**src/rtl/fetch_queue.sv**
```systemverilog
// Instruction fetch stage: owns the fetch PC, issues in-order word reads and buffers
// returned words in a small FIFO presented to decode with a pre-decoded imm_src.
module fetch_queue #(
    parameter logic [31:0] RESET_PC = 32'h0000_0000,
    parameter int unsigned DEPTH    = 2
) (
    input  logic        clk,
    input  logic        reset,
    output logic        imem_req_valid,
    output logic [31:0] imem_req_addr,
    input  logic        imem_req_ready,
    input  logic        imem_rsp_valid,
    input  logic [31:0] imem_rsp_data,
    input  logic        redirect_valid,
    input  logic [31:0] redirect_pc,
    output logic        instr_valid,
    input  logic        instr_ready,
    output logic [31:0] instr,
    output logic [31:0] instr_pc,
    output logic [1:0]  imm_src
);

    localparam int unsigned AW = $clog2(DEPTH);
    localparam int unsigned CW = AW + 1;
    localparam logic [CW-1:0] DEPTH_C = CW'(DEPTH);
    localparam logic [CW:0]   DEPTH_W = (CW + 1)'(DEPTH);

    logic [31:0]   fetch_pc_q, fetch_pc_d;
    logic [AW-1:0] rd_ptr_q, rd_ptr_d, wr_ptr_q, wr_ptr_d;
    logic [AW-1:0] tag_rd_q, tag_rd_d, tag_wr_q, tag_wr_d;
    logic [CW-1:0] count_q, count_d;
    logic [CW-1:0] outstanding_q, outstanding_d;
    logic [CW-1:0] drop_q, drop_d;

    logic [31:0] data_q [DEPTH];
    logic [31:0] pc_q   [DEPTH];
    // PC of each in-flight request, consumed in order as responses return
    logic [31:0] tag_q  [DEPTH];

    logic req_hs, push, pop;

    // Credit rule: buffered words plus in-flight requests never exceed the FIFO depth
    always_comb begin
        imem_req_valid = !reset && !redirect_valid &&
                         (({1'b0, count_q} + {1'b0, outstanding_q}) < DEPTH_W);
        imem_req_addr  = fetch_pc_q;
        req_hs         = imem_req_valid && imem_req_ready;
        push           = imem_rsp_valid && (drop_q == '0) && !redirect_valid;
        pop            = instr_valid && instr_ready && !redirect_valid;
    end

    always_comb begin
        fetch_pc_d    = fetch_pc_q;
        rd_ptr_d      = rd_ptr_q;
        wr_ptr_d      = wr_ptr_q;
        tag_rd_d      = tag_rd_q;
        tag_wr_d      = tag_wr_q;
        count_d       = count_q;
        drop_d        = drop_q;
        outstanding_d = outstanding_q + CW'(req_hs) - CW'(imem_rsp_valid);

        if (req_hs) begin
            fetch_pc_d = fetch_pc_q + 32'd4;
            tag_wr_d   = tag_wr_q + 1'b1;
        end
        if (imem_rsp_valid) begin
            tag_rd_d = tag_rd_q + 1'b1;
        end

        if (redirect_valid) begin
            fetch_pc_d = redirect_pc & 32'hFFFF_FFFC;
            count_d    = '0;
            rd_ptr_d   = wr_ptr_q;
            drop_d     = outstanding_q - CW'(imem_rsp_valid);
        end else begin
            if (imem_rsp_valid && (drop_q != '0)) begin
                drop_d = drop_q - 1'b1;
            end
            if (push) begin
                wr_ptr_d = wr_ptr_q + 1'b1;
            end
            if (pop) begin
                rd_ptr_d = rd_ptr_q + 1'b1;
            end
            count_d = count_q + CW'(push) - CW'(pop);
        end
    end

    always_ff @(posedge clk) begin
        if (reset) begin
            fetch_pc_q    <= RESET_PC;
            rd_ptr_q      <= '0;
            wr_ptr_q      <= '0;
            tag_rd_q      <= '0;
            tag_wr_q      <= '0;
            count_q       <= '0;
            outstanding_q <= '0;
            drop_q        <= '0;
        end else begin
            fetch_pc_q    <= fetch_pc_d;
            rd_ptr_q      <= rd_ptr_d;
            wr_ptr_q      <= wr_ptr_d;
            tag_rd_q      <= tag_rd_d;
            tag_wr_q      <= tag_wr_d;
            count_q       <= count_d;
            outstanding_q <= outstanding_d;
            drop_q        <= drop_d;
            assert (!(push && !pop && (count_q == DEPTH_C)));
        end
    end

    always_ff @(posedge clk) begin
        if (!reset && req_hs) begin
            tag_q[tag_wr_q] <= fetch_pc_q;
        end
        if (!reset && push) begin
            data_q[wr_ptr_q] <= imem_rsp_data;
            pc_q[wr_ptr_q]   <= tag_q[tag_rd_q];
        end
    end

    always_comb begin
        instr_valid = (count_q != '0);
        instr       = instr_valid ? data_q[rd_ptr_q] : 32'h0;
        instr_pc    = instr_valid ? pc_q[rd_ptr_q] : 32'h0;
        unique case (instr[6:0])
            7'b0100011: imm_src = 2'd1;
            7'b1100011: imm_src = 2'd2;
            7'b1101111: imm_src = 2'd3;
            default:    imm_src = 2'd0;
        endcase
    end

endmodule
```
**config.mk**
```make
export PLATFORM = sky130hd
export DESIGN_NAME = fetch_queue
export DESIGN_NICKNAME = d
export VERILOG_FILES = /design/src/rtl/fetch_queue.sv
export SDC_FILE = /design/constraint.sdc
export NUM_CORES = 1
export LEC_CHECK = 0
export BUFFER_PORTS_ARGS = -buffer_cell sky130_fd_sc_hd__buf_4
export CAP_MARGIN = 10
export CELL_PAD_IN_SITES_DETAIL_PLACEMENT = 1
export CELL_PAD_IN_SITES_GLOBAL_PLACEMENT = 1
export CORE_ASPECT_RATIO = 1.5
export CORE_MARGIN = 2
export CORE_UTILIZATION = 30
export CTS_CLUSTER_DIAMETER = 120
export DETAILED_ROUTE_END_ITERATION = 10
export PLACE_DENSITY = 0.63
export SLEW_MARGIN = 10
export SYNTH_ARGS = -nofsm -noshare
export SYNTH_HDL_FRONTEND = slang
export SYNTH_SLANG_ARGS = --single-unit
```
**constraint.sdc**
```tcl
create_clock -name clk -period 12.4 [get_ports clk]
set_input_delay 2.48 -clock clk [delete_from_list [all_inputs] [get_ports clk]]
set_output_delay 2.48 -clock clk [all_outputs]
set_load 0.02 [all_outputs]
```
==> summary.txt, run 1 <==
Status
  • Status: complete, no violations

Route
  • WL final: 23600 µm
  • DR vias: ~6000
  • 1st-pass router iterations: 4
  • DRC violations left: 0
  • Via density: between 4 and 5
  • DRT antenna net count: 0
  • First DRT Iteration DRCs: 226
  • Routed len/inst: 18.8 µm

Global routing
  • Vias in the first global route: about 6100
  • Gr ovfl total: 0
  • First-pass GRT wire length: 35600 µm
  • Largest net degree at the start of global routing: 66
  • GR Util All Layers: 14.2%
  • Initial antenna violation count: 0

Timing
  • Clock Skews: 8.52 ps
  • RSZ-0062 raised after global routing: no
  • Rel. slew slack: roughly 37%
  • Final hold violation count: 0
  • Final Max Slew Viols: 0
  • Final setup margin: approximately 6400 ps
  • Final period util: 48.6%
  • Final Setup Violations: 0
  • Worst-Margin Slew: 943 ps
  • Setup TNS: 0 ps
  • Min Tclk post-route: around 6000 ps
  • Max Clock Freq: 166 MHz

Synth
  • Syn. warnings: 0
  • Synth Instances: ~670
  • Top FF cell, synth: edfxtp_1
  • Register area share after synthesis: between 60% and 70%
  • #FFs+latches synth: ~230
  • Post-Syn Area: just over 9000 µm²
  • Syn avg cell area: ~14 µm²
  • Async set-reset flop share out of synthesis: 0%
  • Post-synth EDFFs: approximately 180
  • Unique masters post-synth: 55

Floorplanning
  • Core ar.: approximately 31000 µm²
  • Height of the die: 220 µm
  • Die ar.: 32600 µm²
  • Initial Util: between 30% and 40%
  • I/O Pins: 170
  • Chip width: 148 µm
  • Row count: 79

Run
  • Max Cap Viol: 0

Placement
  • HPWL Detailed: approximately 16000 µm
  • Placed insts: about 1200
  • Final RePlAce weighted congestion: slightly below 0.8
  • # port buffers: roughly 160
  • Pre-CTS worst setup slack: roughly 6400 ps
  • Placed inst area: between 10000 and 15000 µm²

Power and ir drop
  • Peak VDD IR: around 66 µV
  • Total leakage power: 0.00412 µW
  • Cell area power density: 147 nW/µm²

Final layout
  • Net count, final: roughly 910
  • Final Non-Filler Cells: 1255
  • Sequential cell area: 6370 µm²
  • Final core utilization: 38.1%
  • Area grow syn2layout: 26.0%
  • Multi-input logic area: roughly 2800 µm²
  • Final Cell Area: ~12000 µm²
  • Layout cells sized above 1: about 29%
  • Antenna diode count: 0
  • Fillers: between 3000 and 4000

Worst setup path
  • Worst setup EP type: primary output
  • Worst-path fanout max: 40
  • CP required: a little under 10000 ps
  • WS Path Type: in -> out
  • Critical Path AT: roughly 3600 ps
  • Startpoint Class: primary input

Clocking
  • Skew-Pair Late Insertion Delay: between 500 and 600 ps
  • CTS sink cnt: ~230
  • Clk pin slew, worst setup/hold paths: around 60 ps
  • Longest Clk Path Bufs: 3
  • H-tree Lvls: 1
  • CTS root buf: clkbuf_16
  • CTS tree: yes
  • Post-CTS Setup Bufs: 0
  • CTS resizes: 0
  • Hold_buf cts: 0
  • Num CTS Buffers: 22

Worst hold path
  • HP Class: reg -> reg
## per-stage QoR
stage,total power (µW),hold WS [ps]
after global routing,1790,571
after CTS,1750,530
after detailed placement,1050,514
after floorplan,977,479
after global placement,1050,496
final,1730,522
## cell usage in the layout, fill, tap and decap left out, types with 8 or more instances in the layout
cell type / Yosys / routed
a211oi_1: 13 / 13
and3_1: 8 / 8
buf_4: 4 / 172
clkbuf_16: 0 / 23
dfxtp_1: 42 / 41
edfxtp_1: 184 / 184
inv_1: 16 / 15
mux2_2: 30 / 30
mux2i_1: 64 / 64
nand2_1: 23 / 23
nand3_1: 12 / 12
nand4_1: 11 / 11
nor2_1: 98 / 96
nor3_1: 9 / 8
nor4_1: 11 / 11
xnor2_1: 13 / 13
## per-layer routing
layer / wire (µm) / vias to the layer above / track usage (%)
met5: 0 / - / 0
met4: 574 / 0 / 5.05
met3: 815 / 31 / 1.76
met2: 12900 / 123 / 27.2
met1: 9330 / 2964 / 16.2
li1: - / 2847 / -
## where the power goes
| group | internal, µW | leakage [µW] | switching [µW] |
|---|---|---|---|
| sequential | 850 | 0.00203 | 24.9 |
| clock | 411 | 0.000369 | 285 |
| combinational | 67.7 | 0.00173 | 87.3 |
| total | 1330 | 0.00412 | 397 |
## final timing paths
path	from	cells past startpoint	slack (ps)	end
min reg2reg	tag_rd_q	2	520	tag_rd_q
min	tag_rd_q	2	520	tag_rd_q
max	reset	4	6370	imem_req_valid
max reg2reg	count_q[0]	12	9060	outstanding_q[1]
## synthesized netlist by cell type, drive strengths merged (12+ instances only)
cell	number	share of area, %
nand2	23	0.92
dfxtp	42	9.0
a211oi	13	1.0
xnor2	13	1.2
inv	16	0.64
mux2i	64	6.9
nand3	12	0.64
nand4	12	0.87
buf	14	0.80
nor2	99	4.0
clkbuf	24	0.97
edfxtp	184	59
nor4	12	0.87
mux2	30	3.6
## worst max-delay path, stage by stage
cell and delay (ps):
buf_4 250, or2_2 420, nor3_1 190, buf_4 180
## sequential cells by signal, summed over array words and instances (netlist names), named ones only
| name | cells |
|---|---|
| count_q | 2 |
| data_q | 64 |
| drop_q | 2 |
| imem_req_addr | 30 |
| outstanding_q | 2 |
| pc_q | 60 |
| rd_ptr_q | 1 |
| tag_q | 60 |
| tag_rd_q | 1 |
| tag_wr_q | 1 |
| wr_ptr_q | 1 |
## area by class of cell
type / count / share of cell area (%)
Clock inverter: 9 / 0.872
Timing Repair Buffer: 172 / 11.0
Multi-Input combinational cell: 396 / 23.6
Clock buffer: 31 / 5.58
Sequential cell: 226 / 54.2
Inverter: 16 / 0.511
Tap cell: 405 / 4.31
## kinds of logic (layout without fill, tap and decap cells)
family,Yosys count,in the layout,synth area share (%)
AO/OA/AOI/OAI,62,62,4.87
XOR/XNOR,19,19,1.78
adder cells (fa/ha/maj),8,8,1.15
buffers and inverters,54,228,2.41
flip-flops,226,226,68.2
multiplexers,94,94,10.5
other,1,4,0.0402
AND/OR/NAND/NOR,209,209,11.1
Note: power is estimated with default switching activity, not from simulation.
==> run 2: changes to the inputs <==
--- a/config.mk
+++ b/config.mk
@@ -5,6 +5,7 @@
 export SDC_FILE = /design/constraint.sdc
 export NUM_CORES = 1
 export LEC_CHECK = 0
+export ABC_AREA = 1
 export BUFFER_PORTS_ARGS = -buffer_cell sky130_fd_sc_hd__buf_4
 export CAP_MARGIN = 10
 export CELL_PAD_IN_SITES_DETAIL_PLACEMENT = 1
@@ -14,7 +15,7 @@
 export CORE_UTILIZATION = 30
 export CTS_CLUSTER_DIAMETER = 120
 export DETAILED_ROUTE_END_ITERATION = 10
-export PLACE_DENSITY = 0.63
+export PLACE_DENSITY = 0.64
 export SLEW_MARGIN = 10
 export SYNTH_ARGS = -nofsm -noshare
 export SYNTH_HDL_FRONTEND = slang
==> constraint.sdc (replaced) <==
create_clock -name clk -period 6 [get_ports clk]
set_input_delay 1.2 -clock clk [delete_from_list [all_inputs] [get_ports clk]]
set_output_delay 1.2 -clock clk [all_outputs]
set_load 0.02 [all_outputs]
==> summary.txt, run 2 <==
Synth
  • #FFs+latches synth: ~230
  • Multiplexer area fraction after synthesis: under 10%
  • Top FF cell, synth: edfxtp_1
  • Synth top cells by count: nand2_1, edfxtp_1, a21oi_1
  • Syn. warnings: 0
  • Synth Instances: a little under 900
  • Unique masters post-synth: 43
  • Simple-gate area share of the yosys netlist: approximately 17%
  • Largest family of logic cells by synthesized area: simple AND/OR/NAND/NOR gates
  • Syn avg cell area: 10.9 µm²
  • Post-Syn Area: 9740 µm²
  • Register area share after synthesis: 65.4%
  • Async set-reset flop share out of synthesis: 0%
  • Post-synth EDFFs: ~180
  • Area share of fa/ha/maj cells after synthesis: under 10%
  • Count leader, synth: nand2_1
  • Synth Area in Compound Gates: just under 7%
  • Synth Area in XOR/XNOR: less than 1%
  • Synth area leader: edfxtp_1
  • Top cells by area, synth: edfxtp_1, nand2_1, dfxtp_1, a21oi_1, mux2_2
  • Post-synth top area share: a little under three fifths

Timing
  • Min Tclk post-route: about 3800 ps
  • Final Setup Violations: 0
  • RSZ-0062 raised after global routing: no
  • Worst-Margin Slew: ~1000 ps
  • Final hold violation count: 0
  • Final Max Slew Viols: 0
  • Rel. slew slack: 33.5%
  • Max Clock Freq: about 270 MHz
  • Final period util: 62.6%
  • Clock Skews: 13.4 ps
  • Setup TNS: 0 ps

Clocking
  • CTS tree: yes
  • Skew-Pair Late Insertion Delay: approximately 520 ps
  • Clk pin slew, worst setup/hold paths: around 60 ps
  • Hold_buf cts: 0
  • CTS resizes: 0
  • CTS sink cnt: approximately 230
  • CTS root buf: clkbuf_16
  • Num CTS Buffers: 23
  • Longest Clk Path Bufs: 3
  • H-tree Lvls: 1
  • Post-CTS Setup Bufs: 0

Worst setup path
  • Startpoint Class: register
  • Critical Path AT: 2560 ps
  • CP required: roughly 4800 ps
  • Worst-path fanout max: 61
  • R2R cell count: 9
  • Worst setup EP type: primary output
  • WS Path Type: reg -> out

Global routing
  • First-pass GRT wire length: around 40000 µm
  • Gr ovfl total: 0
  • Initial antenna violation count: 0
  • GR Util All Layers: approximately 15%
  • Largest net degree at the start of global routing: 63
  • Vias in the first global route: 7228

Floorplanning
  • Chip width: between 150 and 200 µm
  • Height of the die: 225 µm
  • Row count: 80
  • Core ar.: ~32000 µm²
  • Initial Util: 30.5%
  • Die ar.: 33900 µm²
  • I/O Pins: 170

Final layout
  • Commonest non-fill, non-tap cells in the layout: nand2_1, edfxtp_1, buf_4
  • Final Cell Area: 12100 µm²
  • Antenna diode count: 0
  • Commonest non-fill, non-tap cell in the layout: nand2_1
  • Largest regs: data_q: 64 flops, pc_q: 60 flops, tag_q: 60 flops
  • Net count, final: about 1100
  • Area grow syn2layout: 24.8%
  • Biggest register: data_q
  • Layout cells sized above 1: roughly a quarter
  • Multi-input logic area: approximately 2900 µm²
  • Fillers: about 3600
  • Sequential cell area: roughly 6400 µm²
  • Largest register FFs: 64

Worst hold path
  • HP Class: reg -> reg
  • Worst Hold Path Cells: 1

Placement
  • HPWL Detailed: roughly 18000 µm
  • # port buffers: between 150 and 200
  • Final RePlAce weighted congestion: around 0.80
  • Placed inst area: about 11000 µm²

Power and ir drop
  • Total leakage power: just under 0.005 µW
  • Peak VDD IR: between 100 and 150 µV
  • Cell area power density: 295 nW/µm²

Route
  • DR vias: a little under 7000
  • DRC violations left: 0
  • Routed len/inst: roughly 17 µm
  • Via density: 4.61
  • WL final: roughly 25000 µm
  • 1st-pass router iterations: 4
  • First DRT Iteration DRCs: around 270
  • DRT antenna net count: 0

Status
  • Status: complete, no violations

Run
  • Max Cap Viol: 0
-- run 2: cell types whose count changed after synthesis, sizes merged, moves of 8 or more --
cell / previous run / this run
nand3: 12 / 37
clkbuf: 24 / 12
and3: 8 / 0
a211oi: 13 / 2
inv: 16 / 76
nor2: 99 / 63
a21oi: 7 / 84
buf: 14 / 29
nor4: 12 / 0
nand2: 23 / 261
mux2i: 64 / 0
xnor2: 13 / 3
o21ai: 7 / 19
-- run 2: final timing paths --
kind | from | endpoint | slack (ps)
worst max-delay path | register | imm_src[0] | 2240
worst min-delay path | rd_ptr_q | register | 470
worst max register to register | count_q[1] | count_q[1] | 3160
worst min register to register | rd_ptr_q | register | 470
-- run 2: cell families (layout without fill, tap and decap cells) --
kind of cell / Yosys count / in the layout
and+or+nand+nor: 380 / 380
DFF: 226 / 226
AOI/OAI and AO/OA: 122 / 122
buffers and inverters: 117 / 288
muxes: 30 / 30
xor gates and xnor gates: 9 / 9
adders and majority gates: 8 / 8
other: 1 / 4
-- run 2: area by class of cell --
cell class / count / share of cell area (%)
Tap cell: 410 / 4.22
Timing Repair Buffer: 171 / 10.6
Clock inverter: 17 / 1.61
Clock buffer: 24 / 4.77
Multi-Input combinational cell: 553 / 24.1
Sequential cell: 226 / 52.4
Inverter: 76 / 2.35
-- run 2: layer usage --
layer / up-vias / GRT usage [%] / wire length, µm
li1: 3329 / - / -
met1: 3302 / 17.1 / 9920
met2: 136 / 27.9 / 13500
met3: 42 / 2.29 / 1060
met4: 0 / 6.30 / 912
met5: - / 0 / 0
-- run 2: worst max-delay path, stage by stage, from the launching register on --
cell and delay [ps]:
dfxtp_2 330, buf_4 580, nor2_1 150, o31ai_1 500, nor2_1 120, nand2_1 110, nand2_1 70, buf_4 160
-- run 2: where the power goes --
group / total [µW] / internal (µW) / switching [µW] / leakage, µW
registers: 1790 / 1750 / 42.2 / 0.00201
logic: 316 / 123 / 193 / 0.00241
clock network: 1480 / 875 / 604 / 0.000372
-- run 2: stage by stage --
step                      power (µW)  setup WS, ps  utilization (%)  hold slack, ps  instances
after global routing            3730          2020             38.0             513       1477
final                           3590          2240             38.0             467       1477
after global placement          2140          2320             35.6             452       1436
after floorplan                 2000          1260                -             431        896
after CTS                       3640          2160             38.0             464       1477
after detailed placement        2150          2330             35.6             448       1436
==> run 3: changes to the inputs <==
--- a/config.mk
+++ b/config.mk
@@ -15,7 +15,7 @@
 export CORE_UTILIZATION = 30
 export CTS_CLUSTER_DIAMETER = 120
 export DETAILED_ROUTE_END_ITERATION = 10
-export PLACE_DENSITY = 0.64
+export PLACE_DENSITY = 0.66
 export SLEW_MARGIN = 10
 export SYNTH_ARGS = -nofsm -noshare
 export SYNTH_HDL_FRONTEND = slang
==> constraint.sdc (replaced) <==
create_clock -name clk -period 3.1 [get_ports clk]
set_input_delay 0.62 -clock clk [delete_from_list [all_inputs] [get_ports clk]]
set_output_delay 0.62 -clock clk [all_outputs]
set_load 0.02 [all_outputs]
==> summary.txt, run 3 (synthesis results as in run 2) <==
Status
  • Status: complete, no violations

Worst setup path
  • Worst-path fanout max: 19
  • R2R cell count: 8
  • Worst setup EP type: primary output
  • Worst path top cell family by delay: simple AND/OR/NAND/NOR gates
  • Startpoint Class: register
  • Critical Path AT: around 2200 ps
  • Slowest cell on crit path: dfxtp_1
  • Crit path cell chain: nor2_4 > buf_4 > a21oi_1 > nand2_1 > nor3_1 > nand2_1 > nand2_1 > buf_4
  • CP required: ~2500 ps
  • WS Path Type: reg -> out
  • FF-to-FF setup slack: 740 ps
  • Crit-path max cell delay: ~440 ps
  • WP buf/inv: 2
  • Stages on the worst setup path: 8
  • Cell repeated most along the worst path: nand2_1

Timing
  • Min Tclk post-route: 2790 ps
  • Clock Skews: 26.1 ps
  • Final period util: 90.2%
  • Final setup margin: approximately 310 ps
  • RSZ-0062 raised after global routing: no
  • Hold WS: between 200 and 300 ps
  • Setup TNS: 0 ps
  • Rel. slew slack: approximately 66%
  • Final Setup Violations: 0
  • Worst-Margin Slew: between 500 and 600 ps
  • Final Max Slew Viols: 0
  • Max Clock Freq: 358 MHz
  • Final hold violation count: 0

Clocking
  • CTS root buf: clkbuf_16
  • Longest Clk Path Bufs: 3
  • CTS sink cnt: 226
  • CTS tree: yes
  • Clk pin slew, worst setup/hold paths: 60 ps
  • Skew-Pair Late Insertion Delay: 530 ps
  • H-tree Lvls: 1
  • Num CTS Buffers: 23

Final layout
  • Commonest non-fill, non-tap cell in the layout: nand2_1
  • Layout cells sized above 1: a little over a quarter
  • Commonest non-fill, non-tap cells in the layout: nand2_1, edfxtp_1, buf_4
  • Area grow syn2layout: 25.6%
  • Largest regs: data_q: 64 flops, pc_q: 60 flops, tag_q: 60 flops
  • Antenna diode count: 0
  • Net count, final: about 1100
  • Largest register FFs: 64
  • Biggest register: data_q
  • Final Non-Filler Cells: between 1000 and 1500

Route
  • DRT antenna net count: 0
  • 1st-pass router iterations: 4
  • Via density: approximately 4.6
  • DR vias: about 6800
  • Routed len/inst: 16.9 µm
  • DRC violations left: 0
  • First DRT Iteration DRCs: about 250
  • WL final: between 20000 and 30000 µm

Power and ir drop
  • Design Power: 6920 µW
  • Clock power frac: 40.9%
  • Seq pwr share: 50.2%
  • Int Power: around 5300 µW
  • Switching portion of total power: a little under a quarter
  • Peak VDD IR: about 310 µV
  • Cell area power density: approximately 570 nW/µm²
  • Switching pwr: ~1600 µW
  • Total leakage power: about 0.0048 µW
  • Comb pwr share: around 9.0%

Floorplanning
  • Initial Util: a little under a third
  • Core ar.: between 30000 and 40000 µm²
  • Height of the die: 225 µm
  • Chip width: between 150 and 200 µm
  • Row count: 80
  • Die ar.: 33900 µm²
  • I/O Pins: 170

Global routing
  • Largest net degree at the start of global routing: 63
  • GR Util All Layers: approximately 15%
  • First-pass GRT wire length: 39100 µm
  • Initial antenna violation count: 0
  • Vias in the first global route: approximately 7300
  • Gr ovfl total: 0

Placement
  • HPWL Detailed: around 18000 µm
  • Placed insts: about 1400
  • Pre-CTS worst setup slack: between 600 and 700 ps
  • Final RePlAce weighted congestion: 0.803
  • # port buffers: 163

Run
  • Max Cap Viol: 0

Worst hold path
  • HP Class: in -> reg
  • Worst Hold Path Cells: 1
run 3: stage by stage:
stage,instance area (µm²),util (%)
4_1_cts,12200,38.3
2_1_floorplan,9770,-
3_3_place_gp,11500,35.9
5_1_grt,12200,38.3
6_report,12200,38.3
3_5_place_dp,11500,35.9
run 3: worst paths after layout:
| check | endpoint | from |
|---|---|---|
| min | data_q[1][10] | imem_rsp_data[10] |
| max reg2reg | tag_q[1][29] | count_q[0] |
| min reg2reg | wr_ptr_q | wr_ptr_q |
| max | imm_src[0] | count_q[1] |
run 3: power groups by stage:
stage | logic (µW) | registers (µW) | clock network, µW
after floorplan | 341 | 3540 | 0
after global placement | 619 | 3530 | 0
after detailed placement | 636 | 3540 | 0
after CTS | 639 | 3470 | 2910
after global routing | 693 | 3480 | 3000
final | 621 | 3470 | 2830
run 3: repair_timing:
| item | CTS | global route |
|---|---|---|
| hold buffers | 0 | 0 |
| hold endpoints to repair | 0 | 0 |
| resized for setup | 0 | 2 |
| buffers inserted | 0 | 0 |
| setup endpoints to repair | 0 | 2 |
run 3: area by class of cell:
class / count / area, µm²
clock inverter: 11 / 150
multi-input combinational: 553 / 2930
inverter: 76 / 288
clock buffer: 31 / 616
tap: 410 / 513
timing repair buffer: 179 / 1370
fill: 3498 / 19700
sequential: 226 / 6370
run 3: routing by layer:
metal,vias to the layer above,wire length (µm),global-route usage [%]
met4,0,718,5.34
li1,3351,-,-
met2,140,13600,28.4
met3,40,1020,2.05
met1,3280,9810,16.4
met5,-,0,0
